## config.mk

```make
export PLATFORM = sky130hd
export DESIGN_NAME = issue_multi_select
export DESIGN_NICKNAME = d
export VERILOG_FILES = /design/src/rtl/issue_multi_select.sv
export SDC_FILE = /design/constraint.sdc
export NUM_CORES = 1
export LEC_CHECK = 0
export CAP_MARGIN = 20
export CORE_MARGIN = 4
export CORE_UTILIZATION = 50
export CTS_CLUSTER_DIAMETER = 60
export CTS_CLUSTER_SIZE = 12
export DETAILED_ROUTE_END_ITERATION = 12
export PLACE_DENSITY = 0.76
export SLEW_MARGIN = 0
export SYNTH_ARGS = -nofsm -noshare
export SYNTH_HDL_FRONTEND = slang
export SYNTH_SLANG_ARGS = --single-unit
```

## constraint.sdc

```tcl
create_clock -name clk -period 35 [get_ports clk]
set_clock_uncertainty 0.2 [all_clocks]
set_input_delay 5.25 -clock clk [delete_from_list [all_inputs] [get_ports clk]]
set_output_delay 5.25 -clock clk [all_outputs]
set_load 0.1 [all_outputs]
```

## src/rtl/issue_multi_select.sv

```systemverilog
// issue_multi_select
// Picks up to NUM_GRANTS ready entries per cycle out of SIZE requesters and
// presents them as registered grant slots, in the order they were found.
// Entries granted in the previous cycle are masked off so a request that is
// still high is not granted twice in a row.
//
// Configuration macro: ISSUE_MULTI_SELECT_RR_EN
//   defined   : scan starts at a rotating pointer that moves to one past the
//               last granted entry after every selection cycle with a grant.
//   undefined : no pointer register; scan always starts at entry 0
//               (lowest index wins).
//
// Handshake: i_stall=1 means downstream cannot take the current slots, so
// outputs and the pointer freeze and no selection happens. i_flush=1 empties
// all slots on the next edge and overrides i_stall; the pointer is kept.
module issue_multi_select #(
    parameter  int SIZE       = 16,
    parameter  int NUM_GRANTS = 2,
    localparam int IW         = $clog2(SIZE),
    localparam int CW         = $clog2(NUM_GRANTS + 1)
) (
    input  logic          clk,
    input  logic          rstn,
    input  logic          i_flush,
    input  logic          i_stall,
    input  logic          i_req_mask   [SIZE],
    output logic          o_valid      [NUM_GRANTS],
    output logic [IW-1:0] o_idx        [NUM_GRANTS],
    output logic [SIZE-1:0] o_grant_mask,
    output logic [CW-1:0] o_count
);

    logic [SIZE-1:0] eligible;
    logic            nxt_valid [NUM_GRANTS];
    logic [IW-1:0]   nxt_idx   [NUM_GRANTS];
    logic [SIZE-1:0] nxt_mask;
    logic [CW-1:0]   nxt_count;
    logic [IW-1:0]   scan_pos;

`ifdef ISSUE_MULTI_SELECT_RR_EN
    logic [IW-1:0]   ptr;
    logic [IW-1:0]   nxt_last;
`else
    localparam logic [IW-1:0] ptr = '0;
`endif

    // Entries still holding a grant from last cycle are not eligible again.
    always_comb begin
        eligible = '0;
        for (int i = 0; i < SIZE; i++) begin
            eligible[i] = i_req_mask[i] & ~o_grant_mask[i];
        end
    end

    // Priority scan from ptr, wrapping; the k-th hit lands in slot k.
    always_comb begin
        for (int g = 0; g < NUM_GRANTS; g++) begin
            nxt_valid[g] = 1'b0;
            nxt_idx[g]   = '0;
        end
        nxt_mask  = '0;
        nxt_count = '0;
        scan_pos  = '0;
`ifdef ISSUE_MULTI_SELECT_RR_EN
        nxt_last  = '0;
`endif
        for (int j = 0; j < SIZE; j++) begin
            // IW-bit addition wraps modulo SIZE because SIZE is a power of 2.
            scan_pos = ptr + IW'(j);
            if (eligible[scan_pos] && (nxt_count < CW'(NUM_GRANTS))) begin
                for (int g = 0; g < NUM_GRANTS; g++) begin
                    if (nxt_count == CW'(g)) begin
                        nxt_valid[g] = 1'b1;
                        nxt_idx[g]   = scan_pos;
                    end
                end
                nxt_mask[scan_pos] = 1'b1;
`ifdef ISSUE_MULTI_SELECT_RR_EN
                nxt_last = scan_pos;
`endif
                nxt_count = nxt_count + CW'(1);
            end
        end
    end

    // Grant slot registers: reset/flush clear, stall holds, otherwise load.
    always_ff @(posedge clk or negedge rstn) begin
        if (!rstn) begin
            for (int g = 0; g < NUM_GRANTS; g++) begin
                o_valid[g] <= 1'b0;
                o_idx[g]   <= '0;
            end
            o_grant_mask <= '0;
            o_count      <= '0;
        end else if (i_flush) begin
            for (int g = 0; g < NUM_GRANTS; g++) begin
                o_valid[g] <= 1'b0;
                o_idx[g]   <= '0;
            end
            o_grant_mask <= '0;
            o_count      <= '0;
        end else if (!i_stall) begin
            for (int g = 0; g < NUM_GRANTS; g++) begin
                o_valid[g] <= nxt_valid[g];
                o_idx[g]   <= nxt_idx[g];
            end
            o_grant_mask <= nxt_mask;
            o_count      <= nxt_count;
        end
    end

`ifdef ISSUE_MULTI_SELECT_RR_EN
    // Rotating pointer: advances past the last grant, held on flush/stall/no grant.
    always_ff @(posedge clk or negedge rstn) begin
        if (!rstn) begin
            ptr <= '0;
        end else if (!i_flush && !i_stall && (|nxt_mask)) begin
            ptr <= nxt_last + IW'(1);
        end
    end
`endif

endmodule

```

### Word level (Yosys, flattened, before mapping)

Cells that the tools add are included.

* order comparisons: 15
* bitwise gates (word level): 32
* reduce and logical (&&, ||, !) cells: 30
* $add $sub $neg: 15
* muxes and demuxes: 130
* equality and inequality tests: 16

Operator list (count)
* $mux 8: 16
* $mux 4: 28
* $mux 2: 34
* $mux 1: 49
* $mux 16: 2
* $add 2x1->2 const B: 15
* $eq 2x1->1 const B: 15
* $logic_not 2->1: 15
* $lt 2x2->1 const B: 15
* $and 1x1->1: 16
* $not 1->1: 16
* $logic_and 1x1->1: 15
* $mux 5: 1
* $ne 2x2->1 const B: 1

* word-level logic and storage cells: 244
* register bits after elaboration: 28
* input port bits: 20
* output and inout bits: 28

### Longest topological paths before layout

* depth in word-level cells: 50
* gate-level depth with buffers: 58
* gate-level depth less buffers: 56

### Worst setup path before layout

Ideal clock, no wire load.

* kind: input to register
* start: in i_req_mask[15] (netlist bit)
* end: reg o_count[0]
* path slack: 18.336 ns
* buffers on the path: 1
* cell stages on the path: 54
* data arrival time: 16.352 ns
* data required time: 34.689 ns
* cell sequence: nor2b_1 inv_1 ha_1 nor3b_2 nor2_1 ha_1 nor3b_1 nor3_1 ha_1 or3b_2 nand4_4 inv_1 ha_1 nor3b_1 nor2_1 nand2_1 inv_1 ha_1 (+18 left out) ha_1 or3b_2 nand4_1 nor4_2 xnor2_1 xnor2_1 xor3_2 inv_1 ha_1 o2111ai_1 nor4_1 and2_1 clkbuf_1 nor3_1 a21oi_1 mux2_4 o221ai_2 a2111oi_2

* cells in the longest elaborated chain, start to end: 49
* elaborated cells between the ends (all ways): 64

RTL lines
* start, declared: RTL line 26 `input logic i_req_mask [SIZE],`
* $and 1x1->1 (*): RTL line 51 `eligible[i] = i_req_mask[i] & ~o_grant_mask[i];`
* $mux 1 (*): RTL line 70 `if (eligible[scan_pos] && (nxt_count < CW'(NUM_GRANTS))) begin`
* $lt 2x2->1: RTL line 70
* $logic_and 1x1->1: RTL line 70
* $mux 2 (*): RTL line 70
* $lt 2x2->1: RTL line 70
* $logic_and 1x1->1: RTL line 70
* $mux 2 (*): RTL line 70
* (+33 left out)
* $lt 2x2->1: RTL line 70
* $logic_and 1x1->1: RTL line 70
* $mux 2 (*): RTL line 70
* $lt 2x2->1: RTL line 70
* $logic_and 1x1->1: RTL line 70
* $mux 2 (*): RTL line 70
* $mux 2 (*): RTL line 102 `end else if (!i_stall) begin`
* $mux 2 (*): RTL line 95 `end else if (i_flush) begin`
* end signal, assigned: RTL line 108 `o_count <= nxt_count;`
* end, declared: RTL line 30 `output logic [CW-1:0] o_count`

Mark *: on every way between the ends. The rest lies on a longest branch, timed or not. The select of a mux whose other input is x is not followed.
A chain may end at the register's enable or synchronous reset.

### Final worst setup path

Same ends and word-level chain as after synthesis.

==> results.cfg <==
[yosys]
syn_nets = 420
synthCells = 372
avgSynthCellArea_um2 = 8.05
ys_ff_latch = 28
synth_ff_type = dfrtp_1
yosysWarnings = 0
synth-async-reset-ratio_pct = 100
synth_area_um2 = 2990
synth.distinct_cells = 65
yosysSeqAreaShare_pct = 23.4
synth_edf_count = 0

[power_and_ir_drop]
power_mw = 0.236
max-vdd-ir-drop_mv = 0.0317
combPwrFrac_pct = 72.8
intPower_mw = 0.116
pwr-share-seq_pct = 15.8
powerDensity_nw_per_um2 = 65.8
switching_power_mw = 0.120
pwr-share-clk_pct = 11.4
p_leak_nw = 1.62
swShare_pct = 50.8

[final_layout]
fin_nets = 463
diodes = 0
mostFrequentLayoutCells = clkdlybuf4s50_1, nor2_1, nand2_1, a21oi_1
utilization_pct = 63.7
layout.area.seq_um2 = 701
fin_cells = 486
drive_above_1_share_pct = 8.21
final_common_cell = clkdlybuf4s50_1
syn_to_final_growth_pct = 20.0
multiInputGateArea_um2 = 2130
postLayoutCellArea_um2 = 3590
fill_cells = 486

[sta]
hold_viol_final = 0
rsz0062_at_grt = no
max_slew_margin_pct = 33.7
fin_crit_sh_pct = 52.1
fmax_mhz = 54.9
slew_viol_final = 0
timing.hold.ws_ns = 0.299
worst_pin_slew_ns = 0.992
setup_tns_ns = 0
finalCriticalPeriod_ns = 18.22
setup_viol = 0
setup_ws_ns = 16.78

[placed_design]
place_area_um2 = 3520
io_buffers = 47
place_ws_ns = 16.56
dpl.hpwl_um = 5960
dp.cells = 482
routabilityCongestion = 0.905

[global_routing]
grt_max_degree = 32
overflow = 0
grt.total_usage_pct = 21.5
antenna_found_initial = 0
grt_pass1_wl_um = 13000
grt_pass1_vias = 2749

[die]
start_util_pct = 53.0
die_y_um = 85.4
core_um2 = 5640
num_io_pins = 48
die_w_um = 85.4
rows = 27
dieArea_um2 = 7290

[drt]
routed_wirelength_um = 7700
drt-wirelength-per-cell_um = 15.8
detail-route-antenna-nets = 0
initialDrtViolationCount = 156
drt-pass1-iter-count = 4
vias = 2875
post_drt_via_cell_ratio = 5.92
drc = 0

[setup_path]
critPathMaxFanout = 9
max_stage_delay_ns = 0.53
required_ns = 34.98
arrival_ns = 18.20
path_class = in2reg
critPathSlowestCell = or3b_2
cp-end-kind = flop
path_common_cell = ha_1
cp-start-kind = input pin

[clocking]
clockBufferDepth = 2
h-tree-depth = 1
cts_inserted_buffers = 3
clock-root-buffer = clkbuf_8
cts_tree = done
clk_pin_slew_ns = 0.11
insertion_delay_ns = 0.28
hold_buffers = 0
clock_sinks = 28
postCtsSetupRepairBufs = 0
cts_resized = 0

[min_path]
hold_class = reg2reg

[outcome]
outcome = complete, no violations

[run]
max_cap_violations = 0
[worst paths after layout]
kind / start / end / slack [ns] / depth (start not counted)
max: i_req_mask[15] / o_count[0] / 16.78 / 54
min: o_idx[7] / o_idx[7] / 0.30 / 2
max reg2reg: o_grant_mask[0] / o_count[0] / 21.80 / 53
min reg2reg: o_idx[7] / o_idx[7] / 0.30 / 2
max in group asynchronous: rstn / o_grant_mask[4] / 29.18 / 2
min in group asynchronous: rstn / o_idx[7] / 5.14 / 2
[power groups by stage]
stage | sequential, mW | combinational, mW | clock (mW)
after floorplan | 0.0583 | 0.112 | 0
after global placement | 0.0378 | 0.166 | 0
after detailed placement | 0.0379 | 0.170 | 0
after CTS | 0.0373 | 0.171 | 0.0278
after global routing | 0.0377 | 0.190 | 0.0285
final | 0.0372 | 0.172 | 0.0270
[area by class of cell]
type,instances,share of cell area (%)
multi-input cells,304,59.3
flip-flops and latches,28,19.5
repair buffers,50,13.7
inverters,28,2.93
well taps,72,2.51
clock buffers,3,1.15
clock inverters,1,0.836
[per-layer routing]
metal / track usage, % / part of all wire (%) / vias up
met3: 2.62 / 6.0 / 8
met5: 0 / 0 / -
met1: 30.1 / 47 / 1358
met2: 35.3 / 46 / 93
li1: - / - / 1416
met4: 4.89 / 1.3 / 0
[cells in the mapped netlist (2+ instances only)]
| library cell | count | area share, % |
|---|---|---|
| ha_1 | 28 | 12 |
| nor3_1 | 9 | 1.5 |
| nand3_1 | 6 | 1.0 |
| buf_2 | 3 | 0.50 |
| nor2b_1 | 12 | 2.5 |
| nand4b_1 | 2 | 0.59 |
| a22oi_1 | 5 | 1.3 |
| a21o_1 | 3 | 0.75 |
| xnor2_1 | 9 | 2.6 |
| a21oi_1 | 31 | 5.2 |
| a21boi_0 | 2 | 0.50 |
| inv_1 | 26 | 3.3 |
| and4_1 | 3 | 0.88 |
| or3_1 | 2 | 0.42 |
| or3b_2 | 9 | 2.6 |
| nor2_1 | 40 | 5.0 |
| o22ai_1 | 3 | 0.63 |
| dfrtp_1 | 28 | 23 |
| and2_1 | 3 | 0.63 |
| buf_1 | 2 | 0.25 |
| nor3b_2 | 2 | 0.84 |
| a221oi_1 | 2 | 0.59 |
| nand4_1 | 4 | 0.84 |
| a211oi_1 | 3 | 0.75 |
| or3b_1 | 2 | 0.59 |
| a311oi_1 | 3 | 0.88 |
| nand2_1 | 39 | 4.9 |
| a31oi_1 | 7 | 1.5 |
| nand2b_1 | 14 | 2.9 |
| xnor2_2 | 2 | 1.1 |
| a22o_1 | 3 | 0.88 |
| clkbuf_1 | 6 | 0.75 |
| nand3b_1 | 2 | 0.50 |
| xor2_1 | 3 | 0.88 |
| mux2i_1 | 10 | 3.3 |
| nor4_1 | 2 | 0.42 |
| nor3b_1 | 4 | 1.0 |
| o21a_1 | 4 | 1.0 |
| o21ai_0 | 8 | 1.3 |
[worst max-delay path, delay by kind of cell]
family	cells	cell delay [ns]
xor gates and xnor gates	5	1.33
buffers and inverters	7	1.00
AOI/OAI and AO/OA	6	0.97
muxes	2	0.44
adders and majority gates	10	2.89
and+or+nand+nor	24	6.25
[flip-flops by register name, summed over array words and instances, names as in the netlist]
signal,cells
o_count,2
o_grant_mask,16
o_idx,8
o_valid,2
[kinds of logic after synthesis]
logic type / Yosys count / share of synthesized area, %
adder cells (fa/ha/maj): 29 / 12.1
AO/OA/AOI/OAI: 87 / 19.5
XOR/XNOR: 15 / 5.43
flip-flops: 28 / 23.4
buffers and inverters: 40 / 5.39
AND/OR/NAND/NOR: 161 / 29.9
multiplexers: 12 / 4.22
No activity file was read; power rests on OpenSTA's default activity.
